--- src/rtl/fifo_reader_pkg.sv ---
// Shared types and defaults for the FIFO frame reader.
// Contents: the reader FSM state enum and the default byte and counter widths.
// Import this package wherever the frame reader types are needed.
package fifo_reader_pkg;

    localparam int DATA_WIDTH_DEF = 8;
    localparam int CNT_WIDTH_DEF  = 16;

    typedef enum logic [1:0] {
        IDLE = 2'd0,
        LEN  = 2'd1,
        PAY  = 2'd2
    } state_t;

endpackage

--- src/rtl/fifo_frame_reader_skid_buf2.sv ---
// skid_buf2: two-entry register buffer with a push-only write port and a valid/ready read port.
// Latency: a write appears at the read port on the next cycle; the read port is registered.
// Backpressure: none on the write side; the writer must keep occupancy at or below 2.
// Ports: wr_en_i/wr_dat_i (push), rd_vld_o/rd_rdy_i/rd_dat_o (pop), occ_o (0..2 entries).
module skid_buf2 #(
    parameter int W = 8
) (
    input  logic         clk,
    input  logic         rst_n,
    input  logic         wr_en_i,
    input  logic [W-1:0] wr_dat_i,
    output logic         rd_vld_o,
    input  logic         rd_rdy_i,
    output logic [W-1:0] rd_dat_o,
    output logic [1:0]   occ_o
);

    logic [W-1:0] slot0_q, slot0_d;
    logic [W-1:0] slot1_q, slot1_d;
    logic [1:0]   occ_q, occ_d;
    logic         rd_fire;

    assign rd_vld_o = (occ_q != 2'd0);
    assign rd_dat_o = slot0_q;
    assign occ_o    = occ_q;
    assign rd_fire  = rd_vld_o && rd_rdy_i;

    // slot0 is always the head; slot1 only ever holds the entry behind it.
    always_comb begin
        slot0_d = slot0_q;
        slot1_d = slot1_q;
        occ_d   = occ_q;
        unique case ({wr_en_i, rd_fire})
            2'b10: begin
                if (occ_q == 2'd0) slot0_d = wr_dat_i;
                else               slot1_d = wr_dat_i;
                occ_d = occ_q + 2'd1;
            end
            2'b01: begin
                slot0_d = slot1_q;
                occ_d   = occ_q - 2'd1;
            end
            2'b11: begin
                if (occ_q == 2'd1) begin
                    slot0_d = wr_dat_i;
                end else begin
                    slot0_d = slot1_q;
                    slot1_d = wr_dat_i;
                end
            end
            default: ;
        endcase
    end

    always_ff @(posedge clk or negedge rst_n) begin
        if (!rst_n) begin
            slot0_q <= '0;
            slot1_q <= '0;
            occ_q   <= 2'd0;
        end else begin
            slot0_q <= slot0_d;
            slot1_q <= slot1_d;
            occ_q   <= occ_d;
        end
    end

endmodule

--- src/rtl/fifo_frame_reader.sv ---
// fifo_frame_reader: drains length-prefixed frames from a 1-cycle-latency FIFO onto a valid/ready byte stream.
// Latency: length pop at T, first payload byte valid at T+4, then one byte per cycle.
// Backpressure: pops are credit-limited so at most 2 bytes sit beyond the consumer; m_data/m_last hold under stall.
// Ports: fifo_empty/fifo_rd_en/fifo_dout (FIFO read side), m_valid/m_ready/m_data/m_last (stream),
//        zero_len (empty-frame pulse), busy (frame in progress), frames_done (wrapping frame count).
module fifo_frame_reader
    import fifo_reader_pkg::*;
#(
    parameter int DATA_WIDTH = DATA_WIDTH_DEF,
    parameter int CNT_WIDTH  = CNT_WIDTH_DEF
) (
    input  logic                  clk,
    input  logic                  rst_n,
    input  logic                  fifo_empty,
    output logic                  fifo_rd_en,
    input  logic [DATA_WIDTH-1:0] fifo_dout,
    output logic                  m_valid,
    input  logic                  m_ready,
    output logic [DATA_WIDTH-1:0] m_data,
    output logic                  m_last,
    output logic                  zero_len,
    output logic                  busy,
    output logic [CNT_WIDTH-1:0]  frames_done
);

    state_t                state_q, state_d;
    logic [DATA_WIDTH-1:0] req_left_q, req_left_d;
    logic [DATA_WIDTH-1:0] out_left_q, out_left_d;
    logic [CNT_WIDTH-1:0]  frames_done_q, frames_done_d;
    logic                  zero_len_q, zero_len_d;
    logic                  inflight_q;
    logic                  rd_en;
    logic                  buf_wr_en;
    logic [1:0]            buf_occ;
    logic                  hs;
    logic                  credit;

    // Data popped in IDLE lands during LEN and is the length, not payload,
    // so only pops issued in PAY feed the output buffer.
    assign buf_wr_en = inflight_q && (state_q == PAY);

    skid_buf2 #(.W(DATA_WIDTH)) u_buf (
        .clk      (clk),
        .rst_n    (rst_n),
        .wr_en_i  (buf_wr_en),
        .wr_dat_i (fifo_dout),
        .rd_vld_o (m_valid),
        .rd_rdy_i (m_ready),
        .rd_dat_o (m_data),
        .occ_o    (buf_occ)
    );

    assign hs     = m_valid && m_ready;
    assign m_last = m_valid && (out_left_q == DATA_WIDTH'(1));

    // Buffer entries plus the byte still in the FIFO pipeline never exceed 2:
    // a pop is allowed when there is room, or when a byte leaves this cycle.
    assign credit = ((3'({1'b0, buf_occ}) + 3'({2'b00, inflight_q})) < 3'd2) || hs;

    always_comb begin
        state_d       = state_q;
        req_left_d    = req_left_q;
        out_left_d    = out_left_q;
        frames_done_d = frames_done_q;
        zero_len_d    = 1'b0;
        rd_en         = 1'b0;
        unique case (state_q)
            IDLE: begin
                if (!fifo_empty) begin
                    rd_en   = 1'b1;
                    state_d = LEN;
                end
            end
            LEN: begin
                req_left_d = fifo_dout;
                out_left_d = fifo_dout;
                if (fifo_dout == '0) begin
                    zero_len_d = 1'b1;
                    state_d    = IDLE;
                end else begin
                    state_d = PAY;
                end
            end
            PAY: begin
                if (!fifo_empty && (req_left_q != '0) && credit) begin
                    rd_en      = 1'b1;
                    req_left_d = req_left_q - DATA_WIDTH'(1);
                end
                if (hs) begin
                    out_left_d = out_left_q - DATA_WIDTH'(1);
                    if (m_last) begin
                        frames_done_d = frames_done_q + CNT_WIDTH'(1);
                        state_d       = IDLE;
                    end
                end
            end
            default: state_d = IDLE;
        endcase
    end

    // The pop request is combinational; gate it so it drops with reset at once.
    assign fifo_rd_en = rd_en && rst_n;

    always_ff @(posedge clk or negedge rst_n) begin
        if (!rst_n) begin
            state_q       <= IDLE;
            req_left_q    <= '0;
            out_left_q    <= '0;
            frames_done_q <= '0;
            zero_len_q    <= 1'b0;
            inflight_q    <= 1'b0;
        end else begin
            state_q       <= state_d;
            req_left_q    <= req_left_d;
            out_left_q    <= out_left_d;
            frames_done_q <= frames_done_d;
            zero_len_q    <= zero_len_d;
            inflight_q    <= fifo_rd_en;
        end
    end

    assign zero_len    = zero_len_q;
    assign busy        = (state_q != IDLE);
    assign frames_done = frames_done_q;

endmodule

--- config.mk ---
export PLATFORM = sky130hd
export DESIGN_NAME = fifo_frame_reader
export DESIGN_NICKNAME = d
export VERILOG_FILES = /design/src/rtl/fifo_reader_pkg.sv /design/src/rtl/fifo_frame_reader_skid_buf2.sv /design/src/rtl/fifo_frame_reader.sv
export SDC_FILE = /design/constraint.sdc
export NUM_CORES = 1
export LEC_CHECK = 0
export CAP_MARGIN = 20
export CORE_MARGIN = 5
export CORE_UTILIZATION = 35
export DETAILED_ROUTE_END_ITERATION = 10
export SKIP_CTS_REPAIR_TIMING = 1
export SLEW_MARGIN = 5
export SYNTH_ARGS = -nofsm -noshare
export SYNTH_HDL_FRONTEND = slang
export SYNTH_HIERARCHICAL = 1
export SYNTH_SLANG_ARGS = --single-unit
--- constraint.sdc ---
create_clock -name clk -period 2.3 [get_ports clk]
set_input_delay 0.46 -clock clk [delete_from_list [all_inputs] [get_ports clk]]
set_output_delay 0.46 -clock clk [all_outputs]
set_load 0.005 [all_outputs]
======== Yosys cells after proc, flatten, opt, wreduce, memory -nomap -nowiden ========
Index checks and enable logic that the tools add are counted.
word-level totals
  register bits after elaboration ......... 54
  output and inout port bits .............. 29
  bits of input ports ..................... 12
cells by class
  $lt $le $gt $ge ......................... 1
  reductions and logical operators ........ 24
  mux-type cells .......................... 21
  equality and inequality tests ........... 14
  $add $sub $neg .......................... 6
operators by type and width
  kind                   count
  $mux 8                 6
  $pmux 8 s2             3
  $pmux 8 s3             1
  $add 16x1->16 const B  1
  $sub 8x1->8 const B    2
  $ne 2x2->1 const B     5
  $reduce_bool 2->1      5
  $reduce_and 3->1       3
  $eq 8x1->1 const B     1
  $logic_not 8->1        1
  $mux 2                 4
  $reduce_bool 8->1      1
  $eq 2x1->1 const B     3
  $eq 2x2->1 const B     3
  $logic_and 1x1->1      6
  $pmux 2 s3             1
  $reduce_and 2->1       3
  $logic_not 2->1        2
  $mux 1                 4
  $ne 2x1->1 const B     2
  $pmux 2 s2             1
  $add 2x1->3            1
  $lt 3x2->1 const B     1
  $reduce_bool 3->1      1
  other kinds (5)        5

======== Depth between registers and ports, before layout ========
Gate-level depths: netlist of the first run.
  depth after elaboration ................. 7
  depth in mapped cells ................... 9
  gate-level depth less buffers ........... 8

======== Hierarchy ========
Netlist of the first run, hierarchy kept.
by module, submodules not included
  module             times used  area an instance (µm²)  sequential area each (µm²)  cells each
  fifo_frame_reader  1           2,159.6                 900.9                       221
  skid_buf2          1           983.4                   450.4                       89

======== Worst setup path before layout of the first run ========
No wires, ideal clock.
  path kind ............................... register to register
  start point ............................. register u_buf.occ_q[0] (netlist: u_buf/occ_o[0])
  end point ............................... register u_buf.slot1_q[0]
  path buffers ............................ 1
  path slack .............................. 0.267 ns
  setup time .............................. 0.125 ns
  arrival time ............................ 1.907 ns
  stages on the path, launching flop included .. 10
  cell sequence ........................... dfrtp_1 -> inv_1 -> ha_1 -> nor2b_1 -> inv_1 -> ha_1 -> a22oi_2 -> o21a_1 -> buf_6 -> mux2_4
between the ends
  word-level cells in the longest chain between the ends .. 5
RTL lines
  what                                                       RTL line                           source
  start, declared                                            fifo_frame_reader_skid_buf2.sv:20  logic [1:0] occ_q, occ_d;
  start signal, assigned                                     fifo_frame_reader_skid_buf2.sv:59  occ_q <= 2'd0;
  start signal, assigned                                     fifo_frame_reader_skid_buf2.sv:63  occ_q <= occ_d;
  $reduce_bool 2->1                                          fifo_frame_reader_skid_buf2.sv:23  assign rd_vld_o = (occ_q != 2'd0);
  $logic_and 1x1->1                                          fifo_frame_reader_skid_buf2.sv:26  assign rd_fire = rd_vld_o && rd_rdy_i;
  $eq 2x2->1                                                 fifo_frame_reader_skid_buf2.sv:33  unique case ({wr_en_i, rd_fire})
  $ne 2x2->1 (no line) or $reduce_bool 2->1 (tied branches)  n/a
  $reduce_and 3->1 (no line)                                 n/a
  end signal, assigned                                       fifo_frame_reader_skid_buf2.sv:62  slot1_q <= slot1_d;
  end, declared                                              fifo_frame_reader_skid_buf2.sv:19  logic [W-1:0] slot1_q, slot1_d;
Several ways; a longest one is shown, not always the timed one.
A chain may end at the register's enable or synchronous reset.

======== Worst setup path in the final report of the first run ========
  start point ............................. register req_left_q[4]
  end point ............................... output fifo_rd_en
between the ends
  word-level cells in the longest chain between the ends .. 6
RTL lines
  what                             RTL line                  source
  start, declared                  fifo_frame_reader.sv:27   logic [DATA_WIDTH-1:0] req_left_q, req_left_d;
  start signal, assigned           fifo_frame_reader.sv:114  req_left_q <= req_left_d;
  $reduce_bool 8->1                fifo_frame_reader.sv:85   if (!fifo_empty && (req_left_q != '0) && credit) begin
  $logic_and 1x1->1 (2 in series)  fifo_frame_reader.sv:85
  $mux 1                           fifo_frame_reader.sv:85
  $pmux 1 s2                       fifo_frame_reader.sv:67   unique case (state_q)
  $logic_and 1x1->1                fifo_frame_reader.sv:102  assign fifo_rd_en = rd_en && rst_n;
  end, declared                    fifo_frame_reader.sv:15   output logic fifo_rd_en,
No other way between the ends.

==> results.sh, run 1 <==
export IMPL_hold_worst_slack_ns=0.2720
export IMPL_drc=0
export IMPL_pwr_density_cell_mw_per_mm2=1105
export IMPL_core_mm2=0.008721
export IMPL_synth_edf_count=0
export IMPL_htreeDepth=2
export IMPL_grt_pass1_wl_mm=12.81
export IMPL_fin_nets=404
export IMPL_antenna_found_initial=0
export IMPL_grt_ovfl_total=0
export IMPL_die_y_um=104.8
export IMPL_clockRootBuffer="clkbuf_8"
export IMPL_grt_pass1_vias=2614
export IMPL_num_vias=2636
export IMPL_grt_use_total=0.1395
export IMPL_place_ws_ns=-0.06088
export IMPL_vdd_drop_max_mv=0.3976
export IMPL_internal_power_mw=2.766
export IMPL_slew_violations=0
export IMPL_drt_iter0_markers=158
export IMPL_areaGrowthSynthToFinish_pct=28.50
export IMPL_clkTransAtPathRegs_ns=0.10
export IMPL_placed_area_mm2=0.003851
export IMPL_endpoint_kind="output pin"
export IMPL_cts_tree="built"
export IMPL_tightest_slew_ns=0.7057
export IMPL_final_setup_viol_count=0
export IMPL_crit_chain="or4_4 > nor2_1 > o21ai_0 > and3_1 > dlymetal6s2s_1"
export IMPL_clkPwrFrac=0.150
export IMPL_synth_async_reset_ratio=1.000
export IMPL_synthesis_area_mm2=0.003143
export IMPL_path_class="reg -> out"
export IMPL_dpl_hpwl_mm=5.647
export IMPL_worst_path_max_fanout=2
export IMPL_cap_violations=0
export IMPL_crit_family="simple AND/OR/NAND/NOR gates"
export IMPL_clk_latency_ns=0.32
export IMPL_grt_max_degree=55
export IMPL_min_period_ns=2.233
export IMPL_required_ns=1.84
export IMPL_numPortBuffers=40
export IMPL_pwr_share_comb=0.506
export IMPL_layout_common_cells="dfrtp_1 (54), clkdlybuf4s50_1 (37), buf_4 (34)"
export IMPL_n_antenna_cell=0
export IMPL_start_util=0.3604
export IMPL_wl_mm=7.618
export IMPL_max_freq_mhz=447.8
export IMPL_design_area_mm2=0.004039
export IMPL_drt_vias_per_instance=5.391
export IMPL_hold_class="in -> async"
export IMPL_slew_headroom=0.5295
export IMPL_fin_ws_ns=0.06678
export IMPL_layout_drive_gt1_share=0.2152
export IMPL_p_leak_nw=1.799
export IMPL_max_stage_delay_ns=0.56
export IMPL_crit_buf_inv=1
export IMPL_synth_ff_latch_count=54
export IMPL_final_hold_violation_count=0
export IMPL_clk_path_buf_depth=2
export IMPL_io_pins=41
export IMPL_arrival_ns=1.77
export IMPL_wl_per_cell_um=15.58
export IMPL_antenna_left=0
export IMPL_reg2reg_slack_ns=0.26
export IMPL_firstDrtPassIters=4
export IMPL_synth_cell_types=58
export IMPL_yosys_warnings=6
export IMPL_status="finished clean"
export IMPL_die_w_um=104.8
export IMPL_dieArea_mm2=0.01098
export IMPL_p_switching_mw=1.698
export IMPL_synthesis_nets=334
export IMPL_numClockSinks=54
export IMPL_numCtsBuffers=5
export IMPL_seq_power_share=0.344
export IMPL_rows=34
export IMPL_swShare=0.3803
export IMPL_avgSynthCellArea_um2=10.14
export IMPL_yosys_most_used_dff="dfrtp_1"
export IMPL_netlist_instances=310
export IMPL_final_common_cell="dfrtp_1"
export IMPL_place_congestion=0.8470
export IMPL_fin_skew_ns=0.007546
export IMPL_crit_path_start_kind="flop"
export IMPL_power_mw=4.463
export IMPL_post_route_period_util=0.9710
export IMPL_cp_slowest_cell="or4_4"
export IMPL_ys_seq_area_frac=0.4299
## registers in the layout, summed over array words and instances (netlist names)
signal / cells
frames_done: 16
out_left_q: 8
req_left_q: 8
u_buf/rd_dat_o: 8
u_buf/slot1_q: 8
state_q: 2
u_buf/occ_o: 2
inflight_q: 1
zero_len: 1
## stage by stage
step | cells | TNS, ns | util
detailed placement | 476 | -0.5026 | 0.4416
finish | 489 | 0 | 0.4631
global route | 489 | -0.004090 | 0.4631
floorplan | 310 | 0 | -
global placement | 476 | -0.01634 | 0.4416
CTS | 484 | -0.4964 | 0.4550
## area by class of cell
type | instances | area, µm²
Clock buffer | 5 | 68.82
Tap cell | 108 | 135.1
Multi-Input combinational cell | 226 | 1693
Timing Repair Buffer | 75 | 675.6
Inverter | 18 | 67.56
Sequential cell | 54 | 1351
Fill cell | 807 | 4682
Clock inverter | 3 | 47.55
## cell families after synthesis
logic type	after synthesis	share of synthesized area
xor+xnor	17	0.04737
fa+ha+maj	12	0.04777
flops	54	0.4299
mux	14	0.05971
simple gates	113	0.2217
compound gates	70	0.1529
buf+inv	30	0.04060
## per-layer routing
metal	wire [µm]	global-route usage	part of all wire	vias to the layer above
li1	-	-	-	1277
met1	3571	0.1840	0.47	1273
met2	3542	0.2226	0.46	73
met3	359	0.02898	0.047	13
met4	144	0.05845	0.019	0
met5	0	0	0	-
## worst paths after layout
kind / start / to / cells past startpoint
hold / removal: rst_n / req_left_q[6]$_DFFE_PN0P_ / 2
setup / recovery: req_left_q[4]$_DFFE_PN0P_ / fifo_rd_en / 5
min in group clk: rst_n / inflight_q$_DFF_PN0_ / 2
max in group asynchronous: rst_n / frames_done[7]$_DFFE_PN0P_ / 2
setup reg to reg: u_buf/occ_o[1]$_DFFE_PN0P_ / req_left_q[7]$_DFFE_PN0P_ / 8
hold reg to reg: frames_done[15]$_DFFE_PN0P_ / frames_done[15]$_DFFE_PN0P_ / 1
## cell usage after synthesis, drive strengths merged, types with 2 or more instances
cell | instances | area share
a211oi | 4 | 0.011
a21o | 4 | 0.0096
a21oi | 10 | 0.016
a221oi | 2 | 0.0056
a22oi | 7 | 0.018
a311oi | 5 | 0.014
a31oi | 8 | 0.016
and2 | 2 | 0.0040
and3 | 4 | 0.0080
and4 | 3 | 0.0084
and4b | 2 | 0.0064
buf | 7 | 0.013
clkbuf | 5 | 0.0060
dfrtp | 54 | 0.43
ha | 12 | 0.048
inv | 18 | 0.021
mux2 | 14 | 0.060
nand2 | 14 | 0.017
nand2b | 4 | 0.0080
nand3 | 14 | 0.022
nand4 | 7 | 0.021
nor2 | 25 | 0.031
nor2b | 5 | 0.011
nor3 | 12 | 0.024
nor4 | 11 | 0.035
nor4b | 2 | 0.0056
o211ai | 3 | 0.0072
o21ai | 21 | 0.033
or2 | 2 | 0.0040
or4 | 3 | 0.0084
xnor2 | 9 | 0.025
xor2 | 8 | 0.022
## power groups by stage
stage          clock network [mW]  registers [mW]  logic [mW]
2_1_floorplan                   0            1.52        1.33
3_3_place_gp                    0            1.53        2.12
3_5_place_dp                    0            1.54        2.16
4_1_cts                     0.697            1.52        2.16
5_1_grt                     0.731            1.58        2.51
6_report                    0.670            1.53        2.26
(Power assumes the default switching activity.)
==> run 2, diff against run 1 <==
Clock period 2.3 ns to 2.8 ns, I/O delays scaled along.
==> results.sh, run 2 (synthesis gave the netlist of run 1 again) <==
export IMPL_num_vias=2517
export IMPL_path_class="reg -> out"
export IMPL_seq_power_share=0.369
export IMPL_drt_iter0_markers=152
export IMPL_status="finished clean"
export IMPL_post_route_period_util=0.8826
export IMPL_antenna_left=0
export IMPL_pwr_share_comb=0.471
export IMPL_die_w_um=104.8
export IMPL_numClockSinks=54
export IMPL_crit_chain="inv_1 > ha_1 > inv_1 > and3_1 > clkdlybuf4s50_1"
export IMPL_htreeDepth=2
export IMPL_dieArea_mm2=0.01098
export IMPL_hold_class="in -> async"
export IMPL_drc=0
export IMPL_reg2reg_to="out_left_q[0]$_DFFE_PN0P_"
export IMPL_cp_slowest_cell="clkdlybuf4s50_1"
export IMPL_wl_mm=7.313
export IMPL_crit_path_start_kind="flop"
export IMPL_core_mm2=0.008721
export IMPL_grt_pass1_wl_mm=12.44
export IMPL_dp_cells=456
export IMPL_cap_violations=0
export IMPL_vdd_drop_max_mv=0.3839
export IMPL_reg2reg_from="u_buf/occ_o[1]$_DFFE_PN0P_"
export IMPL_grt_use_total=0.1347
export IMPL_hold_worst_slack_ns=0.3883
export IMPL_cts_tree="built"
export IMPL_clockRootBuffer="clkbuf_8"
export IMPL_layout_drive_gt1_share=0.1583
export IMPL_swShare=0.3865
export IMPL_areaGrowthSynthToFinish_pct=22.17
export IMPL_final_hold_violation_count=0
export IMPL_place_ws_ns=0.2021
export IMPL_fin_skew_ns=0.005974
export IMPL_antenna_found_initial=0
export IMPL_clkTransAtPathRegs_ns=0.10
export IMPL_wl_per_cell_um=15.63
export IMPL_place_congestion=0.8442
export IMPL_clk_path_buf_depth=2
export IMPL_die_y_um=104.8
export IMPL_grt_ovfl_total=0
export IMPL_n_antenna_cell=0
export IMPL_arrival_ns=1.91
export IMPL_power_mw=3.457
export IMPL_tightest_slew_ns=0.7386
export IMPL_numCtsBuffers=5
export IMPL_slew_violations=0
export IMPL_cp_common_cell="inv_1"
export IMPL_numPortBuffers=40
export IMPL_fin_ws_ns=0.3289
export IMPL_firstDrtPassIters=4
export IMPL_drt_vias_per_instance=5.378
export IMPL_grt_max_degree=55
export IMPL_io_pins=41
export IMPL_finalNonFillerCells=468
export IMPL_layout_common_cells="dfrtp_1 (54), clkdlybuf4s50_1 (38), nor2_1 (24)"
export IMPL_finish_utilization=0.4403
export IMPL_largest_reg_flops=16
export IMPL_pwr_density_cell_mw_per_mm2=900.3
export IMPL_final_setup_viol_count=0
export IMPL_worst_path_max_fanout=6
export IMPL_p_switching_mw=1.336
export IMPL_internal_power_mw=2.121
export IMPL_final_common_cell="dfrtp_1"
export IMPL_max_freq_mhz=404.7
export IMPL_rsz0062_at_grt="false"
export IMPL_rows=34
export IMPL_clkPwrFrac=0.160
export IMPL_p_leak_nw=1.677
export IMPL_fin_nets=383
export IMPL_clk_latency_ns=0.31
export IMPL_reg2reg_slack_ns=0.55
export IMPL_required_ns=2.24
export IMPL_grt_pass1_vias=2464
export IMPL_rr_worst_depth=7
export IMPL_slew_headroom=0.5007
export IMPL_max_stage_delay_ns=0.51
export IMPL_start_util=0.3604
export IMPL_min_period_ns=2.471
export IMPL_endpoint_kind="output pin"
export IMPL_dpl_hpwl_mm=5.301
run 2: changes by cell type in the layout (fill, tap and decap cells not counted), sizes merged:
| cell | before | now |
|---|---|---|
| dlymetal6s2s | 2 | 1 |
| clkdlybuf4s50 | 37 | 38 |
| buf | 36 | 15 |
run 2: stage by stage:
step | instance area (µm²) | TNS [ns]
after CTS | 3805 | -0.1313
after global routing | 3840 | 0
after detailed placement | 3689 | 0
final | 3840 | 0
after global placement | 3689 | 0
after floorplan | 3143 | 0
run 2: critical path: cells and delay by family, from the launching register on:
| kind | cells | cell delay, ns |
|---|---|---|
| buffers and inverters | 3 | 0.77 |
| flip-flops | 1 | 0.38 |
| adder cells (fa/ha/maj) | 1 | 0.24 |
| AND/OR/NAND/NOR | 1 | 0.21 |
run 2: power groups by stage:
stage | Combinational [mW] | Clock (mW) | Sequential [mW]
CTS | 1.59 | 0.576 | 1.27
detailed placement | 1.58 | 0 | 1.29
floorplan | 1.09 | 0 | 1.25
finish | 1.63 | 0.552 | 1.28
global placement | 1.56 | 0 | 1.28
global route | 1.82 | 0.605 | 1.32
run 2: per-layer routing:
| metal | track usage | part of all wire | wire, µm | vias to the layer above |
|---|---|---|---|---|
| met1 | 0.1838 | 0.47 | 3473 | 1223 |
| met4 | 0.04018 | 0.014 | 104 | 0 |
| met5 | 0 | 0 | 0 | - |
| met3 | 0.02774 | 0.042 | 307 | 10 |
| li1 | - | - | - | 1234 |
| met2 | 0.2158 | 0.47 | 3427 | 50 |
run 2: final cells by class:
type | instances | area [µm²]
sequential | 54 | 1351
multi-input combinational | 226 | 1667
timing repair buffer | 54 | 503.0
clock inverter | 3 | 47.55
fill | 825 | 4881
inverter | 18 | 67.56
tap | 108 | 135.1
clock buffer | 5 | 68.82
run 2: worst max path at each step:
stage               slack, ns                        from                           end
floorplan                0.75   req_left_q[0]$_DFFE_PN0P_                    fifo_rd_en
global placement         0.21                     m_ready                    fifo_rd_en
detailed placement       0.20                     m_ready  u_buf/slot1_q[6]$_DFFE_PN0P_
CTS                     -0.13   req_left_q[0]$_DFFE_PN0P_                    fifo_rd_en
global route             0.18  u_buf/occ_o[1]$_DFFE_PN0P_                        m_last
finish                   0.33  u_buf/occ_o[1]$_DFFE_PN0P_                        m_last
==> run 3, diff against run 2 <==
--- a/config.mk
+++ b/config.mk
@@ -7,2 +7,3 @@
 export LEC_CHECK = 0
+export ABC_AREA = 1
 export CAP_MARGIN = 20
--- a/constraint.sdc
+++ b/constraint.sdc
@@ -3,2 +3,2 @@
 set_output_delay 0.56 -clock clk [all_outputs]
-set_load 0.005 [all_outputs]
+set_load 0.02 [all_outputs]
==> results.sh, run 3 <==
export IMPL_vdd_drop_max_mv=0.5120
export IMPL_cts_tree="built"
export IMPL_netlist_instances=460
export IMPL_dp_cells=626
export IMPL_drt_vias_per_instance=4.650
export IMPL_pwr_density_cell_mw_per_mm2=825.7
export IMPL_rsz0062_at_grt="false"
export IMPL_clk_path_buf_depth=2
export IMPL_hold_worst_slack_ns=0.4733
export IMPL_grt_pass1_vias=2690
export IMPL_min_period_ns=2.541
export IMPL_ys_top_cells_by_area="dfrtp_1 (41%), nand2_1 (19%), inv_1 (6.9%), nand3_1 (5.9%), nor2_1 (4.7%)"
export IMPL_io_pins=41
export IMPL_path_class="reg -> out"
export IMPL_slew_violations=0
export IMPL_clk_latency_ns=0.30
export IMPL_post_route_period_util=0.9074
export IMPL_wl_mm=7.575
export IMPL_final_hold_violation_count=0
export IMPL_worst_path_max_fanout=5
export IMPL_hold_class="in -> async"
export IMPL_drt_iter0_markers=185
export IMPL_htreeDepth=2
export IMPL_crit_path_start_kind="flop"
export IMPL_yosys_most_used_dff="dfrtp_1"
export IMPL_antenna_found_initial=0
export IMPL_seq_power_share=0.371
export IMPL_layout_drive_gt1_share=0.07129
export IMPL_numPortBuffers=40
export IMPL_tightest_slew_ns=0.6923
export IMPL_status="finished clean"
export IMPL_finalNonFillerCells=634
export IMPL_place_congestion=0.8822
export IMPL_yosys_warnings=6
export IMPL_nFillCells=975
export IMPL_dpl_hpwl_mm=5.744
export IMPL_p_leak_nw=1.988
export IMPL_design_area_mm2=0.003948
export IMPL_regArea_mm2=0.001351
export IMPL_largest_reg_flops=16
export IMPL_final_setup_tns_ns=0
export IMPL_avgSynthCellArea_um2=7.249
export IMPL_placed_area_mm2=0.003859
export IMPL_clkTransAtPathRegs_ns=0.10
export IMPL_ys_seq_area_frac=0.4053
export IMPL_synth_top_area_share=0.4053
export IMPL_start_util=0.3592
export IMPL_swShare=0.4441
export IMPL_place_ws_ns=-0.02398
export IMPL_fin_skew_ns=0.01011
export IMPL_final_setup_viol_count=0
export IMPL_firstDrtPassIters=6
export IMPL_synthTopCellsByCount="nand2_1 (165), inv_1 (61), dfrtp_1 (54)"
export IMPL_p_switching_mw=1.448
export IMPL_synth_top_area_cell="dfrtp_1"
export IMPL_grt_pass1_wl_mm=12.91
export IMPL_slew_headroom=0.5385
export IMPL_synth_ff_latch_count=54
export IMPL_arrival_ns=1.98
export IMPL_synth_most_common_cell="nand2_1"
export IMPL_num_vias=2948
export IMPL_n_antenna_cell=0
export IMPL_grt_max_degree=55
export IMPL_clockRootBuffer="clkbuf_8"
export IMPL_reg2reg_from="u_buf/occ_o[0]$_DFFE_PN0P_"
export IMPL_crit_start="u_buf/occ_o[0]$_DFFE_PN0P_"
export IMPL_finish_utilization=0.4252
export IMPL_areaGrowthSynthToFinish_pct=18.39
export IMPL_synth_async_reset_ratio=1.000
export IMPL_die_w_um=107.6
export IMPL_endpoint_kind="output pin"
export IMPL_cap_violations=0
export IMPL_synth_cell_types=34
export IMPL_wl_per_cell_um=11.95
export IMPL_internal_power_mw=1.812
export IMPL_clkPwrFrac=0.132
export IMPL_antenna_left=0
export IMPL_max_freq_mhz=393.6
export IMPL_fin_ws_ns=0.2592
export IMPL_final_common_cell="nand2_1"
export IMPL_pwr_share_comb=0.497
export IMPL_synthesis_nets=484
export IMPL_dieArea_mm2=0.01158
export IMPL_core_mm2=0.009284
export IMPL_required_ns=2.24
export IMPL_grt_use_total=0.1364
export IMPL_layout_common_cells="nand2_1 (165), inv_1 (61), dfrtp_1 (54)"
export IMPL_synthesis_area_mm2=0.003334
export IMPL_fin_nets=528
export IMPL_drc=0
export IMPL_multiInputGateArea_mm2=0.001682
export IMPL_numCtsBuffers=5
export IMPL_die_y_um=107.6
export IMPL_synth_edf_count=0
export IMPL_grt_ovfl_total=0
export IMPL_numClockSinks=54
export IMPL_rows=35
export IMPL_power_mw=3.259
## run 3: cell types whose count changed after synthesis, sizes merged, moves of 5 or more
cell	previous run	this run
nand2	14	170
inv	18	65
nand3	14	41
nor2	25	44
o21ai	21	38
mux2	14	0
nor4	11	0
a21oi	10	2
nor3	12	4
a31oi	8	1
a22oi	7	1
a311oi	5	0
nor2b	5	0
## run 3: worst paths after layout
kind	cells after the start	endpoint	slack, ns
setup / recovery	8	fifo_rd_en	0.26
hold / removal	2	frames_done[14]$_DFFE_PN0P_	0.47
setup reg to reg	11	frames_done[11]$_DFFE_PN0P_	0.76
hold reg to reg	2	u_buf/rd_dat_o[3]$_DFFE_PN0P_	0.48
max in group asynchronous	2	frames_done[12]$_DFFE_PN0P_	1.83
min in group clk	2	u_buf/rd_dat_o[3]$_DFFE_PN0P_	0.48
## run 3: power by group through the flow
| stage | sequential (mW) | combinational (mW) | clock [mW] |
|---|---|---|---|
| after floorplan | 1.26 | 1.12 | 0 |
| after global placement | 1.22 | 1.59 | 0 |
| after detailed placement | 1.22 | 1.62 | 0 |
| after CTS | 1.21 | 1.63 | 0.459 |
| after global routing | 1.25 | 1.84 | 0.482 |
| final | 1.21 | 1.62 | 0.431 |
## run 3: worst max-delay path, cell delays in order, from the launching register on
cell and delay, ns:
dfrtp_1 0.41, inv_1 0.09, ha_1 0.23, inv_2 0.12
nand2_1 0.08, o21ai_0 0.13, nand3_2 0.12, a21boi_0 0.23
dlymetal6s2s_1 0.26
## run 3: final cells by class
cell class / instances / area share
Clock buffer: 6 / 0.01838
Inverter: 65 / 0.06244
Multi-Input combinational cell: 335 / 0.4260
Tap cell: 129 / 0.04089
Sequential cell: 54 / 0.3423
Timing Repair Buffer: 43 / 0.1065
Clock inverter: 2 / 0.003487
## run 3: routing by layer
layer | part of all wire | wire, µm | global-route usage
met3 | 0.051 | 384 | 0.02340
met1 | 0.48 | 3633 | 0.1886
met4 | 0.00079 | 6 | 0.02705
met5 | 0 | 0 | 0
met2 | 0.47 | 3551 | 0.2251
## run 3: cells by family after synthesis
kind of cell	after synthesis	synth area share
adders and majority gates	12	0.04503
AOI/OAI and AO/OA	43	0.07880
DFF	54	0.4053
and+or+nand+nor	270	0.3542
xor gates and xnor gates	10	0.02627
buffers and inverters	71	0.09043
